--- config.mk ---
export PLATFORM = sky130hd
export DESIGN_NAME = axis_rr_pkt_arbiter
export DESIGN_NICKNAME = d
export VERILOG_FILES = /design/src/rtl/axis_arb_pkg.sv /design/src/rtl/axis_skid_buf.sv /design/src/rtl/axis_rr_pkt_arbiter.sv
export SDC_FILE = /design/constraint.sdc
export NUM_CORES = 1
export LEC_CHECK = 0
export BUFFER_PORTS_ARGS = -buffer_cell sky130_fd_sc_hd__buf_2
export CORE_UTILIZATION = 36
export CTS_BUF_LIST = sky130_fd_sc_hd__clkbuf_16
export CTS_CLUSTER_SIZE = 16
export DETAILED_ROUTE_END_ITERATION = 10
export PLACE_DENSITY = 0.83
export SLEW_MARGIN = 20
export SYNTH_ARGS = -nofsm -noshare
export SYNTH_HDL_FRONTEND = slang
export SYNTH_SLANG_ARGS = --single-unit
--- constraint.sdc ---
create_clock -name aclk -period 3 [get_ports aclk]
set_clock_uncertainty 0.15 [all_clocks]
set_input_delay 0.3 -clock aclk [delete_from_list [all_inputs] [get_ports aclk]]
set_output_delay 0.3 -clock aclk [all_outputs]
set_load 0.01 [all_outputs]
--- src/rtl/axis_arb_pkg.sv ---
// Shared types and helper functions for the round-robin AXI4-Stream packet arbiter.
package axis_arb_pkg;

    typedef enum logic {
        IDLE   = 1'b0,
        LOCKED = 1'b1
    } arb_state_t;

    // Helper functions work on the widest supported configuration (16 sources).
    localparam int unsigned MAX_SRC  = 16;
    localparam int unsigned MAX_ID_W = 4;

    // First requester strictly after 'last', wrapping modulo 'num'; returns 'last' if none.
    function automatic logic [MAX_ID_W-1:0] rr_pick(input logic [MAX_SRC-1:0]  req,
                                                    input logic [MAX_ID_W-1:0] last,
                                                    input int unsigned          num);
        logic [MAX_ID_W-1:0] pick;
        logic [MAX_ID_W:0]   cand;
        logic                found;
        pick  = last;
        found = 1'b0;
        for (int unsigned k = 1; k <= MAX_SRC; k++) begin
            // last < num and k <= num, so one conditional subtract is a full modulo
            cand = {1'b0, last} + 5'(k);
            if (cand >= 5'(num)) begin
                cand = cand - 5'(num);
            end
            if (k <= num && !found && req[cand[MAX_ID_W-1:0]]) begin
                pick  = cand[MAX_ID_W-1:0];
                found = 1'b1;
            end
        end
        return pick;
    endfunction

    function automatic logic [MAX_SRC-1:0] onehot(input logic [MAX_ID_W-1:0] idx);
        logic [MAX_SRC-1:0] vec;
        vec      = '0;
        vec[idx] = 1'b1;
        return vec;
    endfunction

endpackage

--- src/rtl/axis_skid_buf.sv ---
// Two-entry skid buffer; all outputs come from registers and ready depends only on
// the fill level, so no combinational path crosses it in either direction.
module axis_skid_buf #(
    parameter int unsigned W = 8
) (
    input  logic         aclk,
    input  logic         aresetn,
    input  logic         in_valid,
    output logic         in_ready,
    input  logic [W-1:0] in_data,
    output logic         out_valid,
    input  logic         out_ready,
    output logic [W-1:0] out_data
);

    logic [W-1:0] mem_q [2];
    logic [1:0]   count_q;
    logic         rd_q;
    logic         wr_q;
    logic         push;
    logic         pop;

    // Handshakes and registered outputs
    always_comb begin
        in_ready  = (count_q != 2'd2);
        out_valid = (count_q != 2'd0);
        out_data  = mem_q[rd_q];
        push      = in_valid & in_ready;
        pop       = out_valid & out_ready;
    end

    // Storage, pointers and fill level; reset empties the buffer
    always_ff @(posedge aclk) begin
        if (!aresetn) begin
            for (int i = 0; i < 2; i++) begin
                mem_q[i] <= '0;
            end
            count_q <= 2'd0;
            rd_q    <= 1'b0;
            wr_q    <= 1'b0;
        end else begin
            if (push) begin
                mem_q[wr_q] <= in_data;
                wr_q        <= ~wr_q;
            end
            if (pop) begin
                rd_q <= ~rd_q;
            end
            count_q <= count_q + {1'b0, push} - {1'b0, pop};
        end
    end

endmodule

--- src/rtl/axis_rr_pkt_arbiter.sv ---
// N-to-1 AXI4-Stream arbiter, round-robin at packet granularity. A grant is held
// from the first beat until the TLAST beat is accepted.
// Define AXIS_RR_PKT_ARBITER_OUT_REG_EN to register the m_axis side through a
// 2-entry skid buffer; otherwise the granted source passes straight through.
module axis_rr_pkt_arbiter
    import axis_arb_pkg::*;
#(
    parameter  int unsigned NUM_SRC = 4,
    parameter  int unsigned DATA_W  = 32,
    localparam int unsigned ID_W    = $clog2(NUM_SRC)
) (
    input  logic                        aclk,
    input  logic                        aresetn,
    input  logic [NUM_SRC-1:0]          s_axis_tvalid,
    output logic [NUM_SRC-1:0]          s_axis_tready,
    input  logic [NUM_SRC*DATA_W-1:0]   s_axis_tdata,
    input  logic [NUM_SRC-1:0]          s_axis_tlast,
    output logic                        m_axis_tvalid,
    input  logic                        m_axis_tready,
    output logic [DATA_W-1:0]           m_axis_tdata,
    output logic                        m_axis_tlast,
    output logic [ID_W-1:0]             m_axis_tid,
    output logic [NUM_SRC-1:0]          grant
);

    arb_state_t          state_q, state_d;
    logic [NUM_SRC-1:0]  grant_q, grant_d;
    logic [ID_W-1:0]     idx_q, idx_d;
    logic [ID_W-1:0]     last_q, last_d;
    logic                locked;
    logic                src_valid;
    logic                src_last;
    logic [DATA_W-1:0]   src_data;
    logic                pkt_end;

    // Signals of the currently granted source
    always_comb begin
        locked    = (state_q == LOCKED);
        src_valid = s_axis_tvalid[idx_q];
        src_last  = s_axis_tlast[idx_q];
        src_data  = s_axis_tdata[idx_q*DATA_W +: DATA_W];
        grant     = grant_q;
    end

`ifdef AXIS_RR_PKT_ARBITER_OUT_REG_EN
    logic skid_ready;
    logic push;

    // Upstream ready depends only on the skid fill level; packet end seen on input side
    always_comb begin
        push          = locked & src_valid & skid_ready;
        pkt_end       = push & src_last;
        s_axis_tready = grant_q & {NUM_SRC{skid_ready}};
    end

    axis_skid_buf #(
        .W(DATA_W + 1 + ID_W)
    ) u_skid (
        .aclk     (aclk),
        .aresetn  (aresetn),
        .in_valid (push),
        .in_ready (skid_ready),
        .in_data  ({src_data, src_last, idx_q}),
        .out_valid(m_axis_tvalid),
        .out_ready(m_axis_tready),
        .out_data ({m_axis_tdata, m_axis_tlast, m_axis_tid})
    );
`else
    // Zero-latency pass-through of the granted source; outputs idle at zero
    always_comb begin
        m_axis_tvalid = locked & src_valid;
        m_axis_tdata  = locked ? src_data : '0;
        m_axis_tlast  = locked & src_last;
        m_axis_tid    = locked ? idx_q : '0;
        // grant_q is zero when idle, so this also keeps all readies low in IDLE
        s_axis_tready = grant_q & {NUM_SRC{m_axis_tready}};
        pkt_end       = m_axis_tvalid & m_axis_tready & m_axis_tlast;
    end
`endif

    // Arbitration FSM next state: pick on any request in IDLE, release on packet end
    always_comb begin
        state_d = state_q;
        grant_d = grant_q;
        idx_d   = idx_q;
        last_d  = last_q;
        unique case (state_q)
            IDLE: begin
                if (|s_axis_tvalid) begin
                    idx_d   = ID_W'(rr_pick(MAX_SRC'(s_axis_tvalid), MAX_ID_W'(last_q),
                                            NUM_SRC));
                    grant_d = NUM_SRC'(onehot(rr_pick(MAX_SRC'(s_axis_tvalid),
                                                      MAX_ID_W'(last_q), NUM_SRC)));
                    state_d = LOCKED;
                end
            end
            LOCKED: begin
                if (pkt_end) begin
                    last_d  = idx_q;
                    grant_d = '0;
                    state_d = IDLE;
                end
            end
            default: state_d = IDLE;
        endcase
    end

    // State registers; after reset source 0 has top priority
    always_ff @(posedge aclk) begin
        if (!aresetn) begin
            state_q <= IDLE;
            grant_q <= '0;
            idx_q   <= '0;
            last_q  <= ID_W'(NUM_SRC - 1);
        end else begin
            state_q <= state_d;
            grant_q <= grant_d;
            idx_q   <= idx_d;
            last_q  <= last_d;
        end
    end

endmodule

==> results.md <==
* Failing checks: DRC
* Pleak at ~1.4 nW
* Cells on worst reg2reg path at 7
* Status: finished, violations left
* Share of cells above drive strength 1 at between 60% and 70%
* Multiplexer share of the synthesized area at around 49%
* Unique cell type count in the Yosys netlist at 36
* Compound-gate portion of the synthesized area at a little under a tenth
* Via count at ~2,100
* Tmin final at 2516 ps
* Synth Area in Adders at 3.655%
* Hold path startpoint: aresetn
* CTS sink count at 9
* CTS tree: yes
* Top FF cell, synth: dfxtp_1
* Core Area at about 4500 µm²
* Cell type with the highest aggregate area in the netlist: mux4_2
* Synth top area cells: mux4_2, and2_1, dfxtp_1, ha_1, mux2i_1
* Global-route wire length before repair at between 9000 and 10,000 µm
* Post-CTS sizing at 0
* Initial Util at between 30% and 40%
* PortBufs at 182
* Max_cap viols at 0
* Largest family of logic cells by synthesized area: multiplexers
* Worst reg2reg path endpoint: grant[0]
* Die X at between 70 and 80 µm
* Number of cells on the worst hold path at 2
* Worst slew pin tran at 633.6 ps
* Largest net degree at the start of global routing at 26
* Pwr per Cell Area at ~330 nW/µm²
* Flop-to-flop setup slack at roughly 480 ps
* Area Growth Syn to Fin at 60.89%
* Worst-Skew Late Latency at approximately 240 ps
* Setup tns final at 0 ps
* Rows at 24
* Worst vdd ir at approximately 0.00036 V
* Synthesis-stage register bit count at 9
* Number of global-route vias before repair at approximately 2,000
* Worst Setup Path Type: reg2reg
* Inserted Clock Buffers at 3
* Hold WS at between 150 and 200 ps
* Max Freq at just under 0.4 GHz
* Sequential share of the synthesized area at about a tenth
* Clock-pin slew on the worst setup and hold paths at roughly 40 ps
* RSZ-0062 raised after global routing: no
* Mapped cell area at around 1700 µm²
* Required time of the critical path at 2950 ps
* Drt pass-1 iters at 7
* GRT overflow at 0
* Asr flop ratio synth at 0%
* Cts hold-fix bufs at 0
* Die area at 5035 µm²
* WHS Endpoint: last_q[1]
* DR WL/cell at between 15 and 20 µm
* Fin. Hold Viols at 0
* N_diodes at 0
* Syn Inst Count at roughly 160
* Min-delay worst type: in2reg
* Clk root buf: clkbuf_16
* Slew headroom at roughly 58%
* Die height at 70.96 µm
* Residual DRC at 13
* Crit start category: flip-flop
* Deepest clock path buffer count at 2
* Synthesized area per cell at 10.63 µm²
* Number of synthesized flops with an enable pin at 0
* Final slew viol count at 0
* Synth Area in Simple Gates at between 20 and 25%
* First-iteration detailed-routing DRC count at 105
* Postcts setup bufs at 0
* DR vias/cell at approximately 5.4
* Synth warn at 0
* Final Cycle Share at between 80 and 90%
* Synth Area in XOR/XNOR at 0%
* CP endpoint kind: flip-flop
* Yosys top cell area share at 44.74%
* # nets final at 484
* Drt total wl at around 6300 µm
* Final setup vio count at 0
* Worst r2r src: last_q[1]
* Critical Path AT at 2470 ps
* Antenna-violating nets left at 0
* Antenna violations before repair at 0
* Maximum fanout along the worst path at 9
* Syn_nets at 305
* DPL Wire Length at 5368 µm
* I/O pin count at about 180
* Gpl congestion at about 1
* Gr usage total at 24.06%
* H-tree depth at 1
## area by class of cell
cell class,instances,area (µm²)
fill,380,1720
multi-input combinational,134,1458
timing repair buffer,188,955.9
sequential,9,181.4
clock buffer,3,75.07
tap,52,65.06
inverter,4,15.01
clock inverter,1,3.754
## Yosys cell counts (2+ instances only)
cell type   n
and2_1     40
mux4_2     34
dfxtp_1     9
clkbuf_1    8
nand2_1     7
mux2i_1     6
buf_2       5
ha_1        5
nor2_1      5
nand4_1     4
o21ai_1     4
a21oi_1     3
inv_1       3
o21ai_0     3
a221oi_2    2
o21a_1      2
or2_2       2
## layer usage
layer / part of all wire, % / up-vias / GRT usage (%)
met5: 0 / - / 0
met3: 8.1 / 17 / 3.704
met1: 36 / 984 / 29.35
met2: 54 / 112 / 44.02
met4: 2.2 / 0 / 6.667
li1: - / 982 / -
## where the power goes
part | total [W] | internal (W) | switching [W] | leakage, nW
logic | 0.000505 | 0.000297 | 0.000208 | 1.30
clock network | 0.000236 | 0.000174 | 0.0000619 | 0.0423
registers | 0.000163 | 0.000133 | 0.0000293 | 0.0743
total | 0.000904 | 0.000605 | 0.000299 | 1.42
## registers in the layout, summed over array words and instances, names as in the netlist
name / flops
grant: 4
idx_q: 2
last_q: 2
locked: 1
## stage by stage
step                cells   power, W  cell area, µm²  util (%)  setup slack (ps)
finish                391  0.0009038            2754     61.55             484.0
global placement      387  0.0006592            2675     59.79             600.2
floorplan             161  0.0004765            1712         -             539.4
CTS                   391  0.0009135            2754     61.55             493.3
detailed placement    387  0.0006723            2675     59.79             481.8
global route          391  0.0009598            2754     61.55             281.0
## cell families (layout without fill, tap and decap cells)
| logic type | Yosys count | after routing |
|---|---|---|
| buffers and inverters | 18 | 196 |
| AOI/OAI and AO/OA | 21 | 21 |
| DFF | 9 | 9 |
| and+or+nand+nor | 67 | 67 |
| adders and majority gates | 5 | 5 |
| muxes | 41 | 41 |
## how the worst max path moves through the flow
stage | end | startpoint | cells past startpoint | slack, ps
global placement | grant[0] | last_q[1] | 7 | 600
finish | grant[0] | last_q[1] | 7 | 480
floorplan | idx_q[1] | last_q[0] | 8 | 540
global route | grant[0] | last_q[1] | 7 | 280
detailed placement | grant[0] | last_q[1] | 7 | 480
CTS | grant[0] | last_q[1] | 7 | 490
## critical path, stage by stage (launching register included)
cell and delay, ps:
dfxtp_1 500, inv_2 80, ha_1 440, mux2_4 320
and3_4 180, or2_0 210, o32ai_1 350, o21ai_0 150
## cells in the final DEF, fill, tap and decap left out, drive strengths merged, types with 3 or more instances in the layout
cell type	n
inv	5
a21oi	4
nor2	5
buf	188
and2	40
ha	5
nand4	4
mux2i	6
or2	3
clkbuf	3
o21ai	7
nand2	7
mux4	34
dfxtp	9
Note: power is estimated with default switching activity, not from simulation.
